**src/rtl/decode_sb.sv**
```systemverilog
// RV32I decode stage: field extraction, register file and per-register write scoreboard (RAW interlock).
// Optional macro DECODE_BYPASS_EN forwards a same-cycle writeback into a dependent operand.
module decode_sb #(
  parameter int XLEN = 32,
  parameter int NREG = 32,
  parameter int SB_W = 2,
  localparam int IW  = $clog2(NREG)
) (
  input  logic            clk,
  input  logic            rst,
  input  logic            f_valid,
  output logic            f_ready,
  input  logic [31:0]     f_instr,
  input  logic [XLEN-1:0] f_pc,
  output logic            d_valid,
  input  logic            d_ready,
  output logic [31:0]     d_instr,
  output logic [XLEN-1:0] d_pc,
  output logic [XLEN-1:0] d_rs1_dat,
  output logic [XLEN-1:0] d_rs2_dat,
  output logic [IW-1:0]   d_rd_ind,
  output logic            d_rd_wr,
  input  logic            wb_en,
  input  logic [IW-1:0]   wb_ind,
  input  logic [XLEN-1:0] wb_dat,
  input  logic            flush,
  output logic            hz_stall
);
  localparam logic [6:0] OP_LUI = 7'b0110111, OP_AUIPC = 7'b0010111, OP_JAL = 7'b1101111;
  localparam logic [6:0] OP_OP  = 7'b0110011, OP_ST    = 7'b0100011, OP_BR  = 7'b1100011;
  localparam logic [SB_W-1:0] CNT_MAX = '1;
  localparam logic [SB_W-1:0] CNT_ONE = SB_W'(1);

  logic [XLEN-1:0] rf_q  [NREG];
  logic [XLEN-1:0] rf_d  [NREG];
  logic [SB_W-1:0] cnt_q [NREG];
  logic [SB_W-1:0] cnt_d [NREG];

  logic            d_valid_q, d_valid_d, d_rd_wr_q, d_rd_wr_d;
  logic [31:0]     d_instr_q, d_instr_d;
  logic [XLEN-1:0] d_pc_q, d_pc_d, d_rs1_q, d_rs1_d, d_rs2_q, d_rs2_d;
  logic [IW-1:0]   d_rd_q, d_rd_d;

  logic [6:0]      opc;
  logic [IW-1:0]   rs1, rs2, rd;
  logic            rs1_use, rs2_use, rd_wr, wb_hit, byp1, byp2, hz1, hz2, sat, hazard, accept;
  logic [XLEN-1:0] rs1_val, rs2_val;

  assign opc = f_instr[6:0];
  assign rs1 = f_instr[15 +: IW];
  assign rs2 = f_instr[20 +: IW];
  assign rd  = f_instr[7 +: IW];

  always_comb begin
    rs1_use = !(opc == OP_LUI || opc == OP_AUIPC || opc == OP_JAL);
    rs2_use = (opc == OP_OP || opc == OP_ST || opc == OP_BR);
    rd_wr   = (rd != '0) && (opc != OP_ST) && (opc != OP_BR);
    wb_hit  = wb_en && (wb_ind != '0);
`ifdef DECODE_BYPASS_EN
    // Last outstanding write retiring this cycle: take its data instead of stalling.
    byp1 = wb_hit && (wb_ind == rs1) && (cnt_q[rs1] == CNT_ONE);
    byp2 = wb_hit && (wb_ind == rs2) && (cnt_q[rs2] == CNT_ONE);
`else
    byp1 = 1'b0;
    byp2 = 1'b0;
`endif
    hz1      = rs1_use && (rs1 != '0) && (cnt_q[rs1] != '0) && !byp1;
    hz2      = rs2_use && (rs2 != '0) && (cnt_q[rs2] != '0) && !byp2;
    sat      = rd_wr && (cnt_q[rd] == CNT_MAX);
    hazard   = hz1 || hz2 || sat;
    f_ready  = (!d_valid_q || d_ready) && !hazard && !flush;
    hz_stall = f_valid && hazard;
    accept   = f_valid && f_ready;
    rs1_val  = (!rs1_use || rs1 == '0) ? '0 : (byp1 ? wb_dat : rf_q[rs1]);
    rs2_val  = (!rs2_use || rs2 == '0) ? '0 : (byp2 ? wb_dat : rf_q[rs2]);
  end

  always_comb begin
    d_valid_d = d_valid_q;
    d_instr_d = d_instr_q;
    d_pc_d    = d_pc_q;
    d_rs1_d   = d_rs1_q;
    d_rs2_d   = d_rs2_q;
    d_rd_d    = d_rd_q;
    d_rd_wr_d = d_rd_wr_q;
    if (flush) begin
      d_valid_d = 1'b0;
    end else if (accept) begin
      d_valid_d = 1'b1;
      d_instr_d = f_instr;
      d_pc_d    = f_pc;
      d_rs1_d   = rs1_val;
      d_rs2_d   = rs2_val;
      d_rd_d    = rd;
      d_rd_wr_d = rd_wr;
    end else if (d_ready) begin
      d_valid_d = 1'b0;
    end
  end

  always_comb begin
    rf_d = rf_q;
    if (wb_hit) rf_d[wb_ind] = wb_dat;
    cnt_d = cnt_q;
    for (int i = 0; i < NREG; i++) begin
      // Issue and retire on the same register cancel out.
      if (flush)
        cnt_d[i] = '0;
      else if (accept && rd_wr && rd == IW'(i) && !(wb_hit && wb_ind == IW'(i)))
        cnt_d[i] = cnt_q[i] + CNT_ONE;
      else if (wb_hit && wb_ind == IW'(i) && !(accept && rd_wr && rd == IW'(i)) && cnt_q[i] != '0)
        cnt_d[i] = cnt_q[i] - CNT_ONE;
    end
  end

  always_ff @(posedge clk or posedge rst) begin
    if (rst) begin
      d_valid_q <= 1'b0;
      d_instr_q <= '0;
      d_pc_q    <= '0;
      d_rs1_q   <= '0;
      d_rs2_q   <= '0;
      d_rd_q    <= '0;
      d_rd_wr_q <= 1'b0;
      rf_q      <= '{default: '0};
      cnt_q     <= '{default: '0};
    end else begin
      d_valid_q <= d_valid_d;
      d_instr_q <= d_instr_d;
      d_pc_q    <= d_pc_d;
      d_rs1_q   <= d_rs1_d;
      d_rs2_q   <= d_rs2_d;
      d_rd_q    <= d_rd_d;
      d_rd_wr_q <= d_rd_wr_d;
      rf_q      <= rf_d;
      cnt_q     <= cnt_d;
    end
  end

  assign d_valid   = d_valid_q;
  assign d_instr   = d_instr_q;
  assign d_pc      = d_pc_q;
  assign d_rs1_dat = d_rs1_q;
  assign d_rs2_dat = d_rs2_q;
  assign d_rd_ind  = d_rd_q;
  assign d_rd_wr   = d_rd_wr_q;
endmodule

```
**config.mk**
```make
export PLATFORM = sky130hd
export DESIGN_NAME = decode_sb
export DESIGN_NICKNAME = d
export VERILOG_FILES = /design/src/rtl/decode_sb.sv
export SDC_FILE = /design/constraint.sdc
export NUM_CORES = 2
export LEC_CHECK = 0
export BUFFER_PORTS_ARGS = -buffer_cell sky130_fd_sc_hd__buf_4
export CORE_ASPECT_RATIO = 0.75
export CORE_MARGIN = 2
export CORE_UTILIZATION = 35
export DETAILED_ROUTE_END_ITERATION = 12
export GPL_ROUTABILITY_DRIVEN = 0
export PLACE_DENSITY = 0.55
export SYNTH_ARGS = -nofsm -noshare
export SYNTH_HDL_FRONTEND = slang
export SYNTH_SLANG_ARGS = --single-unit
export TNS_END_PERCENT = 1
```
**constraint.sdc**
```tcl
create_clock -name clk -period 39 [get_ports clk]
set_clock_uncertainty 0.05 [all_clocks]
set_input_delay 7.8 -clock clk [delete_from_list [all_inputs] [get_ports clk]]
set_output_delay 7.8 -clock clk [all_outputs]
set_load 0.005 [all_outputs]
```
# [After elaboration in Yosys (flattened, before gate mapping)]
# Index checks and enable logic that the tools add are counted.
[classes] n_lt_le_gt_ge=5 mux=119 n_eq_ne=71 addsub=64 n_reduce_logical=328 bitwise=5
[ops] cell="$bwmux 1024" count=1
[ops] cell="$bmux 32 s5" count=2
[ops] cell="$mux 32" count=7
[ops] cell="$mux 2" count=102
[ops] cell="$logic_and 1x1->1" count=174
[ops] cell="$demux 32 s5" count=1
[ops] cell="$eq 5x5->1 const B" count=32
[ops] cell="$reduce_bool 3->1" count=33
[ops] cell="$eq 5x4->1 const B" count=16
[ops] cell="$logic_not 1->1" count=69
[ops] cell="$reduce_bool 2->1" count=34
[ops] cell="$add 2x1->2 const B" count=32
[ops] cell="$sub 2x1->2 const B" count=32
[ops] cell="$eq 5x3->1 const B" count=8
[ops] cell="$bmux 2 s5" count=3
[ops] cell="$ge 6x6->1 const B" count=4
[ops] cell="$not 5->6" count=4
[ops] cell="$eq 7x6->1 const B" count=3
[ops] cell="$eq 5x2->1 const B" count=4
[ops] cell="$logic_not 5->1" count=4
[ops] cell="$reduce_bool 5->1" count=4
[ops] cell="$eq 7x7->1 const B" count=2
[ops] cell="$eq 5x1->1 const B" count=2
[ops] cell="$logic_or 1x1->1" count=9
[ops] cell="other kinds (8)" count=10
[word_totals] regBits=1223 inputBits=107 output_inout_bits=137

# [Longest topological paths before layout]
[logic_depth] depth_word=20 ltp_mapped=13

# [Least setup slack after synthesis]
# OpenSTA, ideal clock, no wires.
[synth_path] path_kind="input port to output port" from="input port f_instr[16]" to="output port hz_stall" cell_stages=10 path_slack_ps=21418 t_arrival_ps=9732 path_buffers=3 path_cell_list="buf_6 inv_1 o311ai_0 a211oi_1 or4_1 and3_1 clkbuf_1 nand2_1 clkbuf_1 and2_1"
[synth_between] elab_chain_len=9
[synth_lines] element="from (decl)" line="13" source="input logic [31:0] f_instr,"
[synth_lines] element="$not 5->6 (not written as such)" line="67" source="hz1 = rs1_use && (rs1 != '0) && (cnt_q[rs1] != '0) && !byp1;"
[synth_lines] element="$bmux 2 s5" line="67"
[synth_lines] element="$mux 2 (not written as such) (2 in a row)" line="67"
[synth_lines] element="$reduce_bool 2->1" line="67"
[synth_lines] element="$logic_and 1x1->1 (*)" line="67"
[synth_lines] element="$logic_or 1x1->1 (*) (2 in a row)" line="70" source="hazard = hz1 || hz2 || sat;"
[synth_lines] element="$logic_and 1x1->1 (*)" line="72" source="hz_stall = f_valid && hazard;"
[synth_lines] element="to (decl)" line="27" source="output logic hz_stall"
# Mark *: on every way between the ends. The rest lies on a longest branch, timed or not. The select of a mux whose other input is x is not followed.

# [Final worst setup path]
[layout_path] from="input port f_instr[17]" to="output port hz_stall"
# Same word-level chain as after synthesis.

==> impl_metrics.env <==
export IMPL_synth_top_area_frac=0.473
export IMPL_insertion_delay_ns=0.78
export IMPL_synth_nets=5010
export IMPL_max_clock_path_buffers=3
export IMPL_ios=244
export IMPL_synthCells=4903
export IMPL_irDropWorstVdd_uv=33.7
export IMPL_ant_nets=0
export IMPL_yosys_warnings=0
export IMPL_mostFrequentLayoutCells="dfrtp_1, nand2_1, mux2_2"
export IMPL_grt_antenna_before_repair=16
export IMPL_nNetsFinal=4974
export IMPL_clockRootBuffer="clkbuf_16"
export IMPL_num_vias=43853
export IMPL_tns_ns=0
export IMPL_drive_gt1_frac=0.401
export IMPL_worst_slack_ns=19.52
export IMPL_required_ns=31.15
export IMPL_hold_class="register to register"
export IMPL_initial_core_util=0.352
export IMPL_layout_min_cycle_time_ns=19.48
export IMPL_synthArstFlopShare=1.00
export IMPL_cts_tree="done"
export IMPL_slew_headroom=0.212
export IMPL_path_clk_slew_ns=0.06
export IMPL_critPathArrivalTime_ns=11.63
export IMPL_vias_per_cell=5.93
export IMPL_setup_viol=0
export IMPL_post_cts_resized=0
export IMPL_io_buffers=243
export IMPL_worst_setup_path_type="input pin to output pin"
export IMPL_n_fill_cell=16995
export IMPL_dr_first_iter_drc_count=4968
export IMPL_rows=136
export IMPL_grt_max_degree=171
export IMPL_syn2layout_area_growth_pct=13.2
export IMPL_synth_edf_count=0
export IMPL_maxCapViolCount=0
export IMPL_yosysTopAreaCell="dfrtp_1"
export IMPL_worst_pin_slew_ns=1.18
export IMPL_numCtsBuffers=137
export IMPL_end_kind="output pin"
export IMPL_h_tree_depth=4
export IMPL_grt_usage=0.226
export IMPL_yosys_top_cells_area="dfrtp_1, mux4_2, mux2_2"
export IMPL_fp_dieW_um=500
export IMPL_drt_wl_total_um=213000
export IMPL_cp_max_fo=34
export IMPL_clock_sinks=1218
export IMPL_wire_per_inst_um=28.8
export IMPL_globalRoute_totalOverflow=0
export IMPL_core_um2=183000
export IMPL_hold_buffers=0
export IMPL_postCtsSetupRepairBufs=0
export IMPL_hold_viol=0
export IMPL_yosysSeqAreaShare=0.473
export IMPL_multi_input_area_um2=32000
export IMPL_synth_cell_type_count=82
export IMPL_rsz0062_at_grt="false"
export IMPL_final_common_cell="dfrtp_1"
export IMPL_grt_pass1_wl_um=312000
export IMPL_syn_cell_area_um2=64500
export IMPL_grt_pass1_vias=43854
export IMPL_fp_dieH_um=376
export IMPL_dieArea_um2=188000
export IMPL_slew_viol_final=0
export IMPL_seqCellArea_um2=30500
export IMPL_worstSetupStartpointType="input pin"
export IMPL_hpwl_um=119000
export IMPL_avgSynthCellArea_um2=13.2
export IMPL_max_freq_mhz=51.3
export IMPL_power_leakage_nw=31.6
export IMPL_pre_cts_ws_ns=19.65
export IMPL_fin_crit_sh=0.499
export IMPL_status="completed"
export IMPL_dr_pass1_iters=6
export IMPL_powerDensity_nw_per_um2=51.6
export IMPL_drc=0
export IMPL_synth_seq_cells=1218
export IMPL_synth_main_ff_cell="dfrtp_1"
where the power goes:
part	total [mW]	internal, mW	switching, mW
sequential	1.65	1.49	0.161
combinational	0.744	0.432	0.312
clock	1.37	0.823	0.550
total	3.77	2.75	1.02
path summary, 6_finish.rpt:
kind,from,to,slack [ns],cells after the start
hold reg to reg,rf_q[1007]$_DFFE_PP0P_,rf_q[1007]$_DFFE_PP0P_,0.34,0
max in group asynchronous,rst,rf_q[141]$_DFFE_PP0P_,27.81,6
hold / removal,rf_q[1007]$_DFFE_PP0P_,rf_q[1007]$_DFFE_PP0P_,0.34,0
min in group asynchronous,rst,d_rs1_dat[7]$_DFFE_PP0P_,7.17,2
setup / recovery,f_instr[17],hz_stall,19.52,9
setup reg to reg,cnt_q[19]$_DFFE_PP0P_,d_rs1_dat[15]$_DFFE_PP0P_,34.79,9
sequential cells by signal, summed over array words and instances, names as in the netlist:
register	flops
d_rs2_dat	32
d_valid	1
rf_q	1024
d_instr	32
d_rd_wr	1
cnt_q	64
d_rs1_dat	32
d_pc	32
per-layer routing:
| layer | share of wire | vias to the layer above | wire length (um) | GRT usage |
|---|---|---|---|---|
| li1 | - | 18122 | - | - |
| met3 | 0.091 | 365 | 19400 | 0.0597 |
| met2 | 0.44 | 2007 | 94400 | 0.335 |
| met4 | 0.029 | 10 | 6270 | 0.0662 |
| met1 | 0.44 | 23349 | 92500 | 0.325 |
| met5 | 0.00029 | - | 61 | 0 |
synthesized netlist by cell type (11+ instances only):
cell type and instances:
a21oi_1 34, buf_1 34, buf_2 76, buf_4 11, clkbuf_1 382, dfrtp_1 1218, inv_1 30, mux2_1 18
mux2_2 723, mux2i_1 65, mux4_2 650, nand2_1 1036, nand3_1 38, nand3b_1 22, nand4_1 15, nor2_1 82
nor3_1 50, nor3b_1 17, nor4_1 13, o211ai_1 13, o21ai_0 103, o41ai_1 69, or3_1 14
metrics by stage:
step,cells,power [mW],util,hold WS (ns),area (um^2)
5_1_grt,7396,3.94,0.399,0.361,73000
6_report,7396,3.77,0.399,0.343,73000
2_1_floorplan,4903,2.17,-,0.391,64500
3_3_place_gp,7143,2.39,0.373,0.326,68300
3_5_place_dp,7143,2.42,0.373,0.334,68300
4_1_cts,7392,3.80,0.399,0.346,73000
cell families (layout without fill, tap and decap cells):
logic type / Yosys count / after routing / synth area share
compound gates: 329 / 329 / 0.0363
xor+xnor: 8 / 8 / 0.00109
buf+inv: 540 / 614 / 0.0342
flops: 1218 / 1218 / 0.473
mux: 1456 / 1456 / 0.367
other cells: 0 / 4 / 0
simple gates: 1352 / 1352 / 0.0892
critical path: stages:
cell and delay, ns:
buf_4 0.40, buf_4 0.79, buf_4 0.61, mux4_2 0.40, a22oi_2 0.59, and3_1 0.38
nand2_1 0.19, and2_1 0.22, buf_4 0.13
cell type report:
type / instances / share of cell area
Timing Repair Buffer: 334 / 0.0358
Inverter: 31 / 0.00173
Multi-Input combinational cell: 3145 / 0.438
Clock inverter: 42 / 0.00824
Antenna cell: 4 / 0.000137
Sequential cell: 1218 / 0.417
Clock buffer: 207 / 0.0568
Tap cell: 2415 / 0.0414
Note: power is estimated with default switching activity, not from simulation.
